[src/rtl/bus_ctrl_sequencer.sv]
// Fetch/decode/execute micro-sequencer driving the 16-bit bus mux select and register load enables.
// All outputs are registered from the next state, so each output lines up with the state it belongs to.
module bus_ctrl_sequencer #(
  parameter int DATA_LEN    = 16,
  parameter int MUX_SEL_SIG = 4,
  parameter int LD_W        = 11,
  parameter int MEM_TIMEOUT = 15
) (
  input  logic                   clk,
  input  logic                   rst,
  input  logic                   start,
  input  logic [DATA_LEN-1:0]    ir,
  input  logic                   z_flag,
  input  logic                   mem_ready,
  output logic [MUX_SEL_SIG-1:0] bus_sel,
  output logic [LD_W-1:0]        ld_en,
  output logic                   pc_inc,
  output logic [1:0]             alu_op,
  output logic                   mem_rd,
  output logic                   halted,
  output logic                   illegal,
  output logic [2:0]             state_dbg
);
  localparam int CW = $clog2(MEM_TIMEOUT + 1);
  localparam logic [CW-1:0] CNT_LAST = CW'(MEM_TIMEOUT - 1);
  localparam logic [CW-1:0] CNT_SAT  = CW'(MEM_TIMEOUT);
  localparam int LD_DR = 6;
  localparam int LD_IR = 8;
  localparam int LD_AC = 9;
  localparam int LD_PC = 10;
  localparam logic [3:0] CODE_DR = 4'd6;
  localparam logic [3:0] CODE_AC = 4'd9;

  typedef enum logic [2:0] {
    S_IDLE    = 3'd0,
    S_FETCH   = 3'd1,
    S_LD_IR   = 3'd2,
    S_DECODE  = 3'd3,
    S_EXEC    = 3'd4,
    S_MEMWAIT = 3'd5,
    S_HALT    = 3'd6
  } state_t;

  typedef struct packed {
    logic [MUX_SEL_SIG-1:0] bus_sel;
    logic [LD_W-1:0]        ld_en;
    logic                   pc_inc;
    logic [1:0]             alu_op;
    logic                   mem_rd;
    logic                   halted;
    logic                   illegal;
  } ctl_t;

  state_t        state, nxt;
  logic [CW-1:0] cnt;
  logic [3:0]    op_q, rc_q;
  logic [3:0]    op, rc;
  logic          expire;
  logic          ir_unused;

  logic                   rc_ok;
  logic [MUX_SEL_SIG-1:0] dec_bus;
  logic [1:0]             dec_alu;
  logic [LD_W-1:0]        dec_ld;
  logic                   dec_bad;

  ctl_t ctl_d, ctl_q;

  // The instruction is taken straight from ir on the way into DECODE and held for EXEC.
  assign op        = (state == S_LD_IR) ? ir[DATA_LEN-1 -: 4] : op_q;
  assign rc        = (state == S_LD_IR) ? ir[DATA_LEN-5 -: 4] : rc_q;
  assign ir_unused = ^ir[DATA_LEN-9:0];
  assign expire    = (cnt == CNT_LAST) && !mem_ready;

  // State register, latched instruction fields and wait counter
  always_ff @(posedge clk) begin
    if (rst) begin
      state <= S_IDLE;
      cnt   <= '0;
      op_q  <= '0;
      rc_q  <= '0;
    end else begin
      state <= nxt;
      if (nxt == S_DECODE) begin
        op_q <= ir[DATA_LEN-1 -: 4];
        rc_q <= ir[DATA_LEN-5 -: 4];
      end
      if ((nxt == S_FETCH || nxt == S_MEMWAIT) && nxt != state)
        cnt <= '0;
      else if ((state == S_FETCH || state == S_MEMWAIT) && cnt != CNT_SAT)
        cnt <= cnt + CW'(1);
    end
  end

  // Next-state logic; mem_ready wins over a coincident timeout
  always_comb begin
    nxt = state;
    case (state)
      S_IDLE:    if (start) nxt = S_FETCH;
      S_FETCH:   if (mem_ready) nxt = S_LD_IR; else if (expire) nxt = S_HALT;
      S_LD_IR:   nxt = S_DECODE;
      S_DECODE: begin
        if (op == 4'h4)      nxt = S_MEMWAIT;
        else if (op == 4'hF) nxt = S_HALT;
        else                 nxt = S_EXEC;
      end
      S_EXEC:    nxt = S_FETCH;
      S_MEMWAIT: if (mem_ready) nxt = S_EXEC; else if (expire) nxt = S_HALT;
      S_HALT:    nxt = S_HALT;
      default:   nxt = S_IDLE;
    endcase
  end

  // Instruction decode: bus source, ALU op, EXEC load and fault flag
  always_comb begin
    rc_ok   = (rc < 4'd8) || (rc == 4'd9) || (rc == 4'd10);
    dec_bus = '0;
    dec_alu = 2'b00;
    dec_ld  = '0;
    dec_bad = 1'b0;
    case (op)
      4'h0, 4'hF: ;
      4'h1: begin
        dec_bus = MUX_SEL_SIG'(rc);
        dec_bad = !rc_ok;
        if (rc_ok) dec_ld[LD_AC] = 1'b1;
      end
      4'h2: begin
        dec_bus = MUX_SEL_SIG'(CODE_AC);
        dec_bad = !rc_ok;
        if (rc_ok) dec_ld = LD_W'(1) << rc;
      end
      4'h3: begin
        dec_bus = MUX_SEL_SIG'(rc);
        dec_alu = 2'b01;
        dec_bad = !rc_ok;
        if (rc_ok) dec_ld[LD_AC] = 1'b1;
      end
      4'h4: dec_ld[LD_DR] = 1'b1;
      4'h5: begin
        // z_flag is sampled on the DECODE->EXEC edge
        dec_bus        = MUX_SEL_SIG'(CODE_DR);
        dec_ld[LD_PC]  = z_flag;
      end
      default: dec_bad = 1'b1;
    endcase
  end

  // Output logic, evaluated for the state being entered
  always_comb begin
    ctl_d = '0;
    case (nxt)
      S_FETCH, S_MEMWAIT: ctl_d.mem_rd = 1'b1;
      S_LD_IR: begin
        ctl_d.ld_en[LD_IR] = 1'b1;
        ctl_d.pc_inc       = 1'b1;
      end
      S_DECODE: begin
        ctl_d.bus_sel = dec_bus;
        ctl_d.alu_op  = dec_alu;
        ctl_d.illegal = dec_bad;
      end
      S_EXEC: begin
        ctl_d.bus_sel = dec_bus;
        ctl_d.alu_op  = dec_alu;
        ctl_d.ld_en   = dec_ld;
      end
      S_HALT: begin
        ctl_d.halted  = 1'b1;
        ctl_d.illegal = (state == S_FETCH) || (state == S_MEMWAIT);
      end
      default: ;
    endcase
  end

  always_ff @(posedge clk) begin
    if (rst) ctl_q <= '0;
    else     ctl_q <= ctl_d;
  end

  assign bus_sel   = ctl_q.bus_sel;
  assign ld_en     = ctl_q.ld_en;
  assign pc_inc    = ctl_q.pc_inc;
  assign alu_op    = ctl_q.alu_op;
  assign mem_rd    = ctl_q.mem_rd;
  assign halted    = ctl_q.halted;
  assign illegal   = ctl_q.illegal;
  assign state_dbg = state;

endmodule
[config.mk]
export PLATFORM = sky130hd
export DESIGN_NAME = bus_ctrl_sequencer
export DESIGN_NICKNAME = d
export VERILOG_FILES = /design/src/rtl/bus_ctrl_sequencer.sv
export SDC_FILE = /design/constraint.sdc
export NUM_CORES = 1
export LEC_CHECK = 0
export CORE_MARGIN = 4
export CORE_UTILIZATION = 35
export CTS_CLUSTER_DIAMETER = 150
export DETAILED_ROUTE_END_ITERATION = 8
export GPL_TIMING_DRIVEN = 0
export PLACE_DENSITY_LB_ADDON = 0.1
export SYNTH_ARGS = -nofsm -noshare
export SYNTH_HDL_FRONTEND = slang
export SYNTH_SLANG_ARGS = --single-unit
[constraint.sdc]
create_clock -name clk -period 1.93 [get_ports clk]
set_input_delay 0.386 -clock clk [delete_from_list [all_inputs] [get_ports clk]]
set_output_delay 0.386 -clock clk [all_outputs]
set_load 0.01 [all_outputs]
==> results of run 1 <==
-- layer usage --
| layer | up-vias | wire length, um | global-route usage (%) |
|---|---|---|---|
| met2 | 55 | 2100 | 21.7 |
| met5 | - | 0 | 0 |
| met4 | 0 | 67 | 5.77 |
| li1 | 805 | - | - |
| met3 | 7 | 257 | 2.98 |
| met1 | 761 | 2220 | 21.5 |
-- tightest hold or removal path, stage by stage (launching register included) --
cell and delay [ns]:
dfxtp_1 0.35, nand2_1 0.07, a21oi_1 0.06
-- final cells by class --
class / instances / area, um^2
plain buffers: 10 / 86.3
clock buffers: 6 / 82.6
clock inverters: 2 / 35.0
fillers: 458 / 2090
inverters: 5 / 18.8
multi-input cells: 140 / 1130
flip-flops and latches: 35 / 712
well taps: 67 / 83.8
repair buffers: 50 / 508
-- cell families (layout without fill, tap and decap cells) --
| family | after synthesis | in the layout | synth area share, % |
|---|---|---|---|
| buffers and inverters | 17 | 73 | 5.61 |
| muxes | 7 | 7 | 4.81 |
| AOI/OAI and AO/OA | 40 | 40 | 15.7 |
| DFF | 35 | 35 | 40.8 |
| xor gates and xnor gates | 5 | 5 | 2.55 |
| adders and majority gates | 2 | 2 | 1.46 |
| other | 1 | 1 | 0.218 |
| and+or+nand+nor | 85 | 85 | 28.8 |
-- registers in the layout, indices dropped and copies added (netlist names) --
register and cells:
alu_op 1, bus_sel 4, cnt 4, halted 1, illegal 1, ld_en 11
mem_rd 1, op_q 4, pc_inc 1, rc_q 4, state_dbg 3
-- power breakdown --
| group | internal (W) | leakage, nW | switching, W |
|---|---|---|---|
| Combinational | 0.000167 | 0.613 | 0.000180 |
| Clock | 0.000418 | 0.0612 | 0.000281 |
| Sequential | 0.000740 | 0.285 | 0.0000198 |
-- placed cells by master (no fill, tap or decap), types with 5 or more instances in the layout --
cell             synthesis  routed
o21ai_0                  7       7
a21oi_1                 12      10
nor2_1                  22      22
clkdlybuf4s50_1          0      34
nand2_1                 15      15
nand2b_1                 5       5
clkbuf_8                 0       6
nand4b_1                 6       6
dfxtp_1                 35      32
buf_4                    1      15
-- how the worst max path moves through the flow --
stage,from,to,slack (ns)
2_1_floorplan,state_dbg[2]$_SDFF_PP0_,ld_en[7]$_SDFF_PP0_,0.01
3_3_place_gp,mem_ready,ld_en[5]$_SDFF_PP0_,-0.54
3_5_place_dp,mem_ready,bus_sel[1]$_SDFF_PP0_,-0.53
4_1_cts,mem_ready,bus_sel[1]$_SDFF_PP0_,-0.003
5_1_grt,cnt[1]$_SDFFE_PP0P_,ld_en[5]$_SDFF_PP0_,-0.08
6_report,state_dbg[1]$_SDFF_PP0_,ld_en[6]$_SDFF_PP0_,0.01
-- per-stage QoR --
| stage | std cells | setup slack (ns) | hold WS, ns |
|---|---|---|---|
| finish | 315 | 0.0144 | 0.514 |
| global placement | 294 | -0.540 | 0.490 |
| CTS | 304 | -0.00292 | 0.505 |
| global route | 315 | -0.0812 | 0.531 |
| floorplan | 192 | 0.0148 | 0.470 |
| detailed placement | 294 | -0.530 | 0.494 |
-- cell usage after synthesis (all sizes together), types with 2 or more instances --
library cell  instances  area [um^2]
xnor2                 3         26.3
or2                   2         12.5
nor4b                 4         35.0
xor2                  2         17.5
ha                    2         25.0
nand3b                4         30.0
mux2i                 7         82.6
or3b                  2         17.5
nor3                  6         41.3
nor4                  3         18.8
nand2b                5         31.3
nor2                 22         82.6
clkbuf                3         11.3
nor3b                 7         57.6
a32oi                 2         17.5
o21ai                 8         40.0
and3                  2         12.5
inv                   5         18.8
nand2                15         56.3
dfxtp                35          701
nand4                 2         12.5
a211oi                7         62.6
buf                   9         66.3
a21oi                12         60.1
nand4b                6         52.6
a31oi                 2         12.5
-- what timing repair did --
item,CTS,global route
gates resized for setup,23,31
pin swaps,4,5
cloned,1,1
setup buffers,3,10
endpoints found under the setup margin,15,15
==> impl_results.md, run 1 <==
* Critical Path Max Stage Delay at 0.39 ns
* Mapped Cells at 192
* Grt total ovfl at 0
* Worst-skew pair later-pin latency at approximately 0.29 ns
* CP Depth at 6
* Worst hold start: op_q[2]$_SDFFE_PP0N_
* Hold Path Stages at 2
* Hold Path Sink: op_q[2]$_SDFFE_PP0N_
* Worst-Margin Slew at ~0.57 ns
* FF-to-FF path depth at 6
* Maxcap violations at 0
* Total CTS buffers at 5
* Final core utilization at 56.0%
* Status: complete, no violations
* RSZ-0062 raised after global routing: true
* Share of synthesized registers carrying an async set or reset at 0%
* Pin count of the biggest net entering global routing at 12
* CTS tree: done
* Final GP Congestion at 0.824
* WL per Instance at 14.7 um
* Worst R2R Setup Slack at ~0.014 ns
* Final Slew Violations at 0
* CP max FO at 5
* # rows at 25
* Vias in the first global route at between 1,000 and 1,500
* Placed inst area at 0.00216 mm^2
* Cell area after synthesis at around 0.0017 mm^2
* Starting DRT DRC Count at 76
* Yosys warns at 0
* Skew final at about 0.0085 ns
* DRT antenna net count at 0
* Crit path time final at approximately 1.9 ns
* CTS root buf: clkbuf_8
* Clock buffer depth at 2
* Final Hold Viols at 0
* Total wire length at around 4600 um
* Worst setup EP type: flop
* Drt pass-1 iters at 4
* Critical path's top delay family: simple AND/OR/NAND/NOR gates
* Global-route wire length before repair at between 7000 and 8000 um
* Hold Path Class: flop to flop
* Reg-to-Reg End: ld_en[6]$_SDFF_PP0_
* Synthesis-to-layout area growth at 54.9%
* Buffers and inverters on the worst path at 1
* EDFF count, synth at 0
* Final HPWL DP at 3090 um
* Worst Setup Path Type: flop to flop
* Synthesized area per cell at around 8.9 um^2
* Cell leakage power at roughly 0.96 nW
* Share of cells above drive strength 1 at slightly below 30%
* Distinct cell type count after synthesis at 50
* Post-route cell area at between 0.002 and 0.003 mm^2
* Vias at 1,628
* WP data arrival at 2.12 ns
* Initial antenna violation count at 0
* # diodes at 0
* Die span in x at 78.1 um
* Final period util at just under 100%
* Avg Vias per Cell at 5.17
* Ys flop type: dfxtp_1
* H-tree levels at 2
* Worst setup SP type: flop
* P per Cell Area at about 680 mW/mm^2
* Total GRT Usage at 14.9%
* Slew HR at around 62%
* Die ar. at around 0.0061 mm^2
* Max VDD drop at 0.266 mV
* Tot Pwr at ~0.0018 W
* Mapped Nets at between 200 and 250
* Initial core utilization at about 36%
* Final Net Count at 270
* Remaining routing DRC violations at 0
* Port buffer count at 35
* Final setup violation count at 0
* Worst path cell trace: or3b_4, buf_6, nor3_4, a32oi_2, or3_1, a211oi_2
* # IOs at 45
* #FFs+latches synth at 35
* Worst reg2reg path startpoint: state_dbg[1]$_SDFF_PP0_
* Final TNS setup at 0 ns
* Highest clock rate at roughly 0.52 GHz
* Clock sinks at 35
* Post-synthesis sequential area ratio at between 40% and 50%
* Die height at between 70 and 80 um
* Worst-path clk slew at 0.08 ns
* CP Data Required Time at 2.14 ns
* Area of the core at approximately 0.0048 mm^2
* Slowest CP cell: or3_1
* CTS Hold Bufs at 0
Note: power is estimated with default switching activity, not from simulation.
==> run 2, diff against run 1 <==
Settings changed: CORE_MARGIN 4 to unset, CTS_BUF_LIST set to sky130_fd_sc_hd__clkbuf_8, HOLD_SLACK_MARGIN set to 0.03.
==> impl_results.md, run 2 (synthesized netlist as in run 1, its figures left out) <==
* Status: complete, no violations
* Avg Vias per Cell at ~5.0
* Crit path time final at between 1.5 and 2 ns
* Met1 usage at 24.7%
* Clock buffer depth at 2
* GRT met2 Usage at between 20 and 30%
* Met3 Use GR at around 4.6%
* Global-route wire length before repair at 7040 um
* # IOs at between 40 and 50
* Most frequent cells in the layout: clkdlybuf4s50_1, dfxtp_1, nor2_1
* Critical Path Max Stage Delay at 0.39 ns
* Die height at about 70 um
* Post-route cell area at about 0.0025 mm^2
* Total wire length at 4320 um
* Worst hold start: op_q[2]$_SDFFE_PP0N_
* Most common cell on crit path: buf_6
* Hold Path Sink: op_q[2]$_SDFFE_PP0N_
* # diodes at 0
* CTS root buf: clkbuf_8
* Initial core utilization at a little over a third
* Slew HR at roughly 61%
* Remaining routing DRC violations at 0
* Fin Hold WS at a little over 0.5 ns
* Max VDD drop at 0.301 mV
* Final TNS setup at 0 ns
* # fillers at 450
* Area of the core at roughly 0.0047 mm^2
* Starting DRT DRC Count at ~100
* CP Data Required Time at approximately 2.1 ns
* Worst-skew pair later-pin latency at 0.29 ns
* Total GRT Usage at 17.8%
* Synthesis-to-layout area growth at 44.0%
* WL per Instance at between 10 and 15 um
* Worst path cell trace: or3b_1, buf_6, buf_6, mux2i_4, o21ai_1, a211o_1, a211oi_2
* Total CTS buffers at 5
* Worst R2R Setup Slack at between 0.04 and 0.05 ns
* Skew final at 0.0118 ns
* Vias at approximately 1,500
* Vias in the first global route at about 1,400
* Final Slew Violations at 0
* Worst setup EP type: flop
* Worst-Margin Slew at approximately 0.56 ns
* Worst Setup Path Type: flop to flop
* Final setup violation count at 0
* Final GP Congestion at approximately 0.82
* FF-to-FF path depth at 7
* Reg-to-Reg End: ld_en[9]$_SDFF_PP0_
* Crit path launch: state_dbg[2]$_SDFF_PP0_
* Die ar. at about 0.0052 mm^2
* Clock sinks at 35
* Maxcap violations at 0
* Share of cells above drive strength 1 at between 20% and 30%
* Cell leakage power at 0.866 nW
* Highest clock rate at between 0.5 and 0.6 GHz
* Final period util at between 90% and 100%
* Initial antenna violation count at 0
* WP data arrival at around 2.1 ns
* Die span in x at roughly 72 um
* Hold Path Class: flop to flop
* Top Usage Layer GRT: met2
* CP max FO at 10
* CTS Hold Bufs at 0
* Max FFs per register at 11
* H-tree levels at 2
* Port buffer count at 35
* Final Net Count at approximately 260
* Final HPWL DP at a little over 3000 um
* Drt pass-1 iters at 4
* # rows at 25
* Worst reg2reg path startpoint: state_dbg[2]$_SDFF_PP0_
* Worst setup SP type: flop
* Pin count of the biggest net entering global routing at 12
* Hold Path Stages at 2
* Grt total ovfl at 0
* Commonest non-fill, non-tap cell in the layout: clkdlybuf4s50_1
* Placed inst area at between 0.002 and 0.0025 mm^2
* CTS tree: done
* DRT antenna net count at 0
* Slowest CP cell: or3b_1
* Final Hold Viols at 0
* Worst-path clk slew at about 0.07 ns
* P per Cell Area at approximately 710 mW/mm^2
* RSZ-0062 raised after global routing: true
[run 2: layout make-up]
type                       count  area, um^2  area share (%)
timing repair buffer          42         403            16.3
sequential                    35         709            28.7
multi-input combinational    140        1060            43.0
clock inverter                 2        35.0            1.42
inverter                       5        18.8           0.759
buffer                        10        76.3            3.09
clock buffer                   6        82.6            3.34
tap                           67        83.8            3.39
[run 2: report_power, final]
group          internal, W  total, W  switching [W]
Combinational     0.000139  0.000304       0.000165
Clock             0.000418  0.000698       0.000280
Sequential        0.000740  0.000760      0.0000194
[run 2: stage by stage]
step           util [%]  power, W  worst slack (ns)  std cells
2_1_floorplan         -  0.000930            0.0148        192
3_3_place_gp       45.8   0.00103            -0.545        294
3_5_place_dp       45.8   0.00103            -0.568        294
4_1_cts            50.5   0.00175           -0.0112        305
5_1_grt            52.4   0.00184           -0.0118        307
6_report           52.4   0.00176            0.0413        307
[run 2: per-layer routing]
metal  routed length [um]  vias to the layer above
met5                    0                        -
met4                   77                        0
met3                  125                        9
met2                 1870                       31
met1                 2240                      718
li1                     -                      788
[run 2: what timing repair did]
item                                   4_1_cts  5_1_grt
endpoints found under the hold margin        0        0
setup buffers                                5        2
resized for setup                           19       18
pin swaps                                    8        5
setup endpoints to repair                   15        9
[run 2: worst max-delay path: cells and delay by family (launching register included)]
kind | cells | cell delay [ns]
muxes | 1 | 0.19
DFF | 1 | 0.35
and+or+nand+nor | 1 | 0.39
buffers and inverters | 2 | 0.30
AOI/OAI and AO/OA | 3 | 0.57
[run 2: how the worst max path moves through the flow]
stage / slack [ns] / to
global route: -0.01 / ld_en[9]$_SDFF_PP0_
finish: 0.04 / ld_en[9]$_SDFF_PP0_
detailed placement: -0.57 / ld_en[5]$_SDFF_PP0_
global placement: -0.54 / ld_en[5]$_SDFF_PP0_
floorplan: 0.01 / ld_en[7]$_SDFF_PP0_
CTS: -0.01 / ld_en[5]$_SDFF_PP0_
==> run 3, diff against run 2 <==
Settings changed: CORE_ASPECT_RATIO set to 0.7, REMOVE_ABC_BUFFERS set to 1.
==> impl_results.md, run 3 (synthesized netlist as in run 1, its figures left out) <==
* Vias in the first global route at between 1,000 and 1,500
* Starting DRT DRC Count at 90
* Pre-CTS setup slack at -0.749 ns
* Crit path time final at 1.91 ns
* RSZ-0062 raised after global routing: true
* DRT antenna net count at 0
* CP Data Required Time at roughly 2.1 ns
* Commonest non-fill, non-tap cell in the layout: clkdlybuf4s50_1
* Synthesis-to-layout area growth at 42.8%
* Worst-path clk slew at around 0.07 ns
* Final Slew Violations at 0
* Max VDD drop at 0.333 mV
* Worst Setup Slack, final at 0.0181 ns
* Final Hold Viols at 0
* Total GRT Usage at between 10% and 20%
* WL per Instance at between 10 and 15 um
* Remaining routing DRC violations at 0
* Share of cells above drive strength 1 at roughly 20%
* Cell leakage power at about 0.84 nW
* Total CTS buffers at 5
* Global-route wire length before repair at just under 7000 um
* Max FFs per register at 11
* Tot Pwr at between 0.0015 and 0.002 W
* Slew HR at between 40% and 50%
* Die height at around 60 um
* P per Cell Area at approximately 750 mW/mm^2
* Final HPWL DP at approximately 3000 um
* Vias at approximately 1,600
* CTS root buf: clkbuf_8
* Clock buffer depth at 2
* Grt total ovfl at 0
* Avg Vias per Cell at roughly 5.2
* Worst-skew pair later-pin latency at slightly below 0.3 ns
* Port buffer count at 35
* Hold Path Class: flop to flop
* Clock sinks at 35
* Worst Setup Path Type: flop to flop
* CP max FO at 8
* Worst-Margin Slew at between 0.8 and 0.9 ns
* Die span in x at around 86 um
* Drt pass-1 iters at 4
* Maxcap violations at 0
* Skew final at just over 0.006 ns
* Final period util at between 90 and 100%
* Highest clock rate at 0.523 GHz
* # IOs at between 40 and 50
* Final GP Congestion at 0.830
* H-tree levels at 2
* Final setup violation count at 0
* Worst setup SP type: flop
* Initial antenna violation count at 0
* Area of the core at around 0.0045 mm^2
* Initial core utilization at 37.9%
* Most frequent cells in the layout: clkdlybuf4s50_1, dfxtp_1, nor2_1
* Final Net Count at approximately 260
* Final core utilization at 54.1%
* Total wire length at ~4500 um
* WP data arrival at 2.11 ns
* # diodes at 0
* Status: complete, no violations
* Worst setup EP type: flop
* Fin Hold WS at about 0.53 ns
* Die ar. at just over 0.005 mm^2
* CTS tree: done
* # rows at 20
* Pin count of the biggest net entering global routing at 22
## run 3: through the flow
step | setup TNS [ns] | instances | area, um^2
2_1_floorplan | -3.44 | 180 | 1640
3_3_place_gp | -9.14 | 281 | 2070
3_5_place_dp | -10.31 | 281 | 2070
4_1_cts | 0 | 294 | 2300
5_1_grt | -0.220 | 302 | 2450
6_report | 0 | 302 | 2450
## run 3: power breakdown
group / internal [W] / switching, W
sequential: 0.000740 / 0.0000242
clock: 0.000511 / 0.000265
combinational: 0.000135 / 0.000162
total: 0.00139 / 0.000451
## run 3: path summary, 6_finish.rpt
path / start / endpoint / slack [ns] / cells past startpoint
hold reg to reg: op_q[2]$_SDFFE_PP0N_ / op_q[2]$_SDFFE_PP0N_ / 0.53 / 2
hold / removal: op_q[2]$_SDFFE_PP0N_ / op_q[2]$_SDFFE_PP0N_ / 0.53 / 2
setup / recovery: state_dbg[0]$_SDFF_PP0_ / ld_en[6]$_SDFF_PP0_ / 0.02 / 5
setup reg to reg: state_dbg[0]$_SDFF_PP0_ / ld_en[6]$_SDFF_PP0_ / 0.02 / 5
## run 3: layout make-up
class / count / area [um^2]
Clock buffer: 5 / 68.8
Inverter: 5 / 18.8
Clock inverter: 3 / 63.8
Sequential cell: 35 / 712
Fill cell: 421 / 2080
Multi-Input combinational cell: 141 / 1050
Tap cell: 66 / 82.6
Timing Repair Buffer: 47 / 455
## run 3: what timing repair did
action	in CTS	in global routing
cloned	1	0
setup buffers	4	8
endpoints found under the setup margin	22	13
pin swaps	2	6
gates resized for setup	16	15
hold buffers	0	0
endpoints found under the hold margin	0	0
## run 3: layer usage
layer	vias up	part of all wire (%)	global-route usage [%]
met4	0	0.31	6.43
met5	-	0	0
met1	747	53	27.8
li1	779	-	-
met2	55	41	23.7
met3	3	5.4	4.35
## run 3: worst max-delay path, cell delays in order, from the launching register on
cell      delay (ns)
dfxtp_4         0.38
or3b_4          0.46
nor3_4          0.24
a32oi_4         0.17
or3_1           0.36
a211oi_2        0.21
